### src/rtl/elastic_buffer.sv
// rtl/elastic_buffer.sv - DEPTH-entry valid/ready elastic buffer with flush and occupancy
module elastic_buffer #(
    parameter int DATA_WIDTH = 32,
    parameter int DEPTH      = 2,
    parameter bit READY_PASS = 1'b0,
    parameter int CW         = $clog2(DEPTH + 1)
) (
    input  logic                  clk,
    input  logic                  rst_n,
    input  logic                  flush,
    input  logic                  in_valid,
    output logic                  in_ready,
    input  logic [DATA_WIDTH-1:0] in_data,
    output logic                  out_valid,
    input  logic                  out_ready,
    output logic [DATA_WIDTH-1:0] out_data,
    output logic [CW-1:0]         count
);
    localparam int PW = (DEPTH > 1) ? $clog2(DEPTH) : 1;

    logic [DATA_WIDTH-1:0] mem [DEPTH];
    logic [PW-1:0]         wr_ptr;
    logic [PW-1:0]         rd_ptr;
    logic [CW-1:0]         count_q;
    logic                  not_full;
    logic                  push;
    logic                  pop;

    // Explicit compare-and-wrap so non-power-of-two depths cycle correctly
    function automatic logic [PW-1:0] next_ptr(input logic [PW-1:0] p);
        return (p == PW'(DEPTH - 1)) ? '0 : p + PW'(1);
    endfunction

    assign not_full  = (count_q < CW'(DEPTH));
    assign out_valid = (count_q != '0) && !flush;
    assign out_data  = mem[rd_ptr];
    assign count     = count_q;

    generate
        if (READY_PASS) begin : g_ready_pass
            assign in_ready = (not_full || out_ready) && !flush;
        end else begin : g_ready_reg
            assign in_ready = not_full && !flush;
        end
    endgenerate

    assign push = in_valid && in_ready;
    assign pop  = out_valid && out_ready;

    always_ff @(posedge clk or negedge rst_n) begin
        if (!rst_n) begin
            wr_ptr  <= '0;
            rd_ptr  <= '0;
            count_q <= '0;
            for (int i = 0; i < DEPTH; i++) begin
                mem[i] <= '0;
            end
        end else if (flush) begin
            wr_ptr  <= '0;
            rd_ptr  <= '0;
            count_q <= '0;
        end else begin
            if (push) begin
                mem[wr_ptr] <= in_data;
                wr_ptr      <= next_ptr(wr_ptr);
            end
            if (pop) begin
                rd_ptr <= next_ptr(rd_ptr);
            end
            case ({push, pop})
                2'b10:   count_q <= count_q + CW'(1);
                2'b01:   count_q <= count_q - CW'(1);
                default: count_q <= count_q;
            endcase
        end
    end
endmodule

### config.mk
export PLATFORM = sky130hd
export DESIGN_NAME = elastic_buffer
export DESIGN_NICKNAME = d
export VERILOG_FILES = /design/src/rtl/elastic_buffer.sv
export SDC_FILE = /design/constraint.sdc
export NUM_CORES = 1
export LEC_CHECK = 0
export ABC_AREA = 1
export BUFFER_PORTS_ARGS = -buffer_cell sky130_fd_sc_hd__buf_2
export CORE_ASPECT_RATIO = 0.8
export CORE_MARGIN = 1
export CORE_UTILIZATION = 50
export CTS_CLUSTER_DIAMETER = 200
export DETAILED_ROUTE_END_ITERATION = 12
export GPL_TIMING_DRIVEN = 1
export HOLD_SLACK_MARGIN = 0.02
export PLACE_DENSITY = 0.75
export SYNTH_ARGS = -nofsm -noshare
export SYNTH_HDL_FRONTEND = slang
export SYNTH_SLANG_ARGS = --single-unit
### constraint.sdc
create_clock -name clk -period 1.5 [get_ports clk]
set_input_delay 0.15 -clock clk [delete_from_list [all_inputs] [get_ports clk]]
set_output_delay 0.15 -clock clk [all_outputs]
set_load 0.03 [all_outputs]
==> key figures <==
Logic synthesis
  • Cells after synthesis: 311
  • Simple-gate share of the synthesized area: 0.116
  • Compound-Gate Fraction of Synth Area: 0.134
  • Post-Synth Adder-Cell Area: 0
  • Synthesized flop and latch total: 68
  • Mapped Avg Cell Area: roughly 10 um2
  • Multiplexer share of the synthesized area: 0.116
  • Library cells used by synthesis: 18
  • Synthesized cell area: 3110 um2
  • Largest family of logic cells by synthesized area: compound AO/OA/AOI/OAI gates
  • Synth Area in XOR/XNOR: 0
  • YS warnings: 0
  • Syn nets: between 300 and 400
  • Seq/Total Area, Yosys: 0.548

Critical path
  • Reg2reg setup slack: ~0.090 ns
  • CP arrival: 1.49 ns
  • Reg2Reg Depth: 7
  • CP max stage delay: about 0.42 ns
  • CP most frequent cell: buf_12
  • R2R Path Start: count[1]
  • Crit path cell chain: buf_12 -> buf_12 -> mux2_4 -> buf_6
  • CP Max Fanout: 8
  • Worst path slowest cell: dfrtp_2
  • CP required: ~1.4 ns
  • Critical Path End Type: output port
  • Critical Path Start Type: register
  • Kind of critical path: reg2out
  • Critical R2R Capture: mem[11]

Layout
  • Layout cell share with drive strength beyond 1: 0.429
  • Ant diodes: 0
  • Post-Layout Cell Count: 480
  • Util after Layout: 0.701
  • # fillers: around 480
  • Nets@finish: ~430
  • Most common cell after layout, fill and taps aside: nand2_1
  • Most frequent cells in the layout: nand2_1 (73), dfrtp_1 (66), buf_2 (40)
  • Area delta synth->final: 34.0%

Route
  • Vias post-DR: 2,353
  • Pre-Repair DR Iteration Count: 4
  • DRC: 0
  • Antenna-violating nets left: 0
  • Drt via density: 4.90
  • Wire per inst: between 10 and 15 um
  • Initial DRC Count: 124
  • Post-Route WL: ~7 mm

Place
  • HPWL after DPL: between 4 and 5 mm
  • I/O Buffers: 72
  • Routability congestion estimate: just under 0.8
  • Post-Place Cells: approximately 460

STA
  • Min setup slack post-route: -0.139 ns
  • Slew @ Worst Pin: between 0.4 and 0.5 ns
  • RSZ-0062 raised after global routing: true
  • Clock Skew: between 0.007 and 0.008 ns
  • TNS Setup: -3.74 ns
  • Final hold violations: 0
  • Min cycle time layout: between 1.5 and 2 ns
  • Slew headroom: 0.691
  • Max Freq: about 0.6 GHz
  • Max Slew Vio Count: 0
  • Final setup viols: 32
  • Period utilization: 1.09

Clocking
  • CTS Buf Count: 9
  • Clk Latency, worst-skew pair: between 0.3 and 0.4 ns
  • CTS tree: built
  • Clock sink count: 68
  • CTS Buffer Depth: 2
  • H-tree Lvls: 3
  • Clock root buffer: clkbuf_8
  • Clk pin slew, worst setup/hold paths: about 0.070 ns

Status
  • Failing checks: negative setup slack
  • Outcome: finished, violations left

Die
  • I/O pin count: 73
  • Row count: 25
  • CORE AREA: approximately 5900 um2
  • Die Wd: around 90 um
  • Die Y: 72.5 um
  • Die area: around 6500 um2
  • Initial Util: 0.523

Min path
  • Worst Min Path Start: in_data[24]
  • Hold WC Path Type: in2reg
  • Hold Crit Depth: 3
  • WHS Endpoint: mem[56]

GRT
  • First-pass GRT wire length: ~11 mm
  • Total GRT Usage: 0.226
  • Antenna violations before repair: 0
  • Grt total ovfl: 0
  • Vias in the first global route: between 2,000 and 2,500
  • Pin count of the biggest net entering global routing: 44

Power
  • Peak supply drop: ~0.8 mV
  • Pleak: ~2.1 nW
  • Total power: 0.00628 W
  • Power Density: 1510 nW/um2

Run
  • Max_cap viols: 0
-- per-layer routing --
metal	part of all wire	up-vias	GRT usage	wire length [um]
met5	0	-	0	0
met4	0.010	0	0.0735	68
met3	0.058	6	0.0807	395
met2	0.47	73	0.361	3220
met1	0.46	1112	0.292	3140
li1	-	1162	-	-
-- logic make-up (layout without fill, tap and decap cells) --
kind of cell	after synthesis	count (layout)
AO/OA/AOI/OAI	66	66
buffers and inverters	55	143
flip-flops	68	68
multiplexers	32	32
AND/OR/NAND/NOR	90	90
-- how the worst max path moves through the flow --
stage	startpoint	endpoint	slack, ns	depth (start not counted)
final	rd_ptr	out_data[14]	-0.14	4
after global routing	rd_ptr	out_data[14]	-0.18	4
after CTS	rd_ptr	out_data[14]	-0.15	4
after floorplan	count[1]	mem[56]	-0.09	7
after global placement	count[1]	mem[50]	0.09	6
after detailed placement	count[1]	mem[53]	0.05	6
-- worst max-delay path: cells and delay by family (launching register included) --
kind | cells | cell delay [ns]
flip-flops | 1 | 0.42
buffers and inverters | 3 | 0.43
multiplexers | 1 | 0.30
-- metrics by stage --
stage          hold slack, ns  setup slack, ns  instance area (um2)
6_report               0.0687           -0.139                 4160
5_1_grt                0.0622           -0.181                 4160
4_1_cts                0.0500           -0.147                 4110
3_5_place_dp            0.131           0.0508                 3580
3_3_place_gp            0.128           0.0938                 3580
2_1_floorplan          -0.146          -0.0857                 3120
-- timing repair --
item / CTS / global route
resized for setup: 69 / 9
buffers inserted: 3 / 0
hold endpoints to repair: 16 / 0
hold buffers: 1 / 0
gates cloned: 3 / 1
setup endpoints to repair: 32 / 44
-- power by group --
| part | total [W] | leakage [nW] | switching (W) | internal [W] |
|---|---|---|---|---|
| clock | 0.00146 | 0.0979 | 0.000660 | 0.000795 |
| sequential | 0.00258 | 0.849 | 0.000263 | 0.00231 |
| combinational | 0.00225 | 1.20 | 0.00119 | 0.00107 |
-- sequential cells by signal, indices dropped and copies added (netlist names) --
register / count
mem: 64
wr_ptr: 1
rd_ptr: 1
count: 2
-- area by class of cell --
cell class	count	area, um2	share of cell area
Sequential cell	68	1700	0.409
Multi-Input combinational cell	188	1180	0.284
Timing Repair Buffer	90	842	0.202
Inverter	38	143	0.0343
Clock buffer	10	138	0.0331
Tap cell	81	101	0.0243
Clock inverter	5	52.6	0.0126
-- cell usage after synthesis --
library cell / instances / share of area
o21ai_2: 23 / 0.065
dfrtp_1: 68 / 0.55
o21ai_1: 9 / 0.014
or2_1: 1 / 0.0020
buf_2: 6 / 0.0097
o21ai_0: 33 / 0.053
nand4_1: 1 / 0.0020
nand3_1: 5 / 0.0081
nor2_4: 1 / 0.0036
mux2_2: 32 / 0.12
nand2_1: 77 / 0.093
buf_6: 4 / 0.014
nand2_2: 2 / 0.0040
nor2_1: 3 / 0.0036
clkbuf_1: 5 / 0.0060
buf_8: 2 / 0.0097
inv_1: 38 / 0.046
a21oi_1: 1 / 0.0016
No activity file was read; power rests on OpenSTA's default activity.
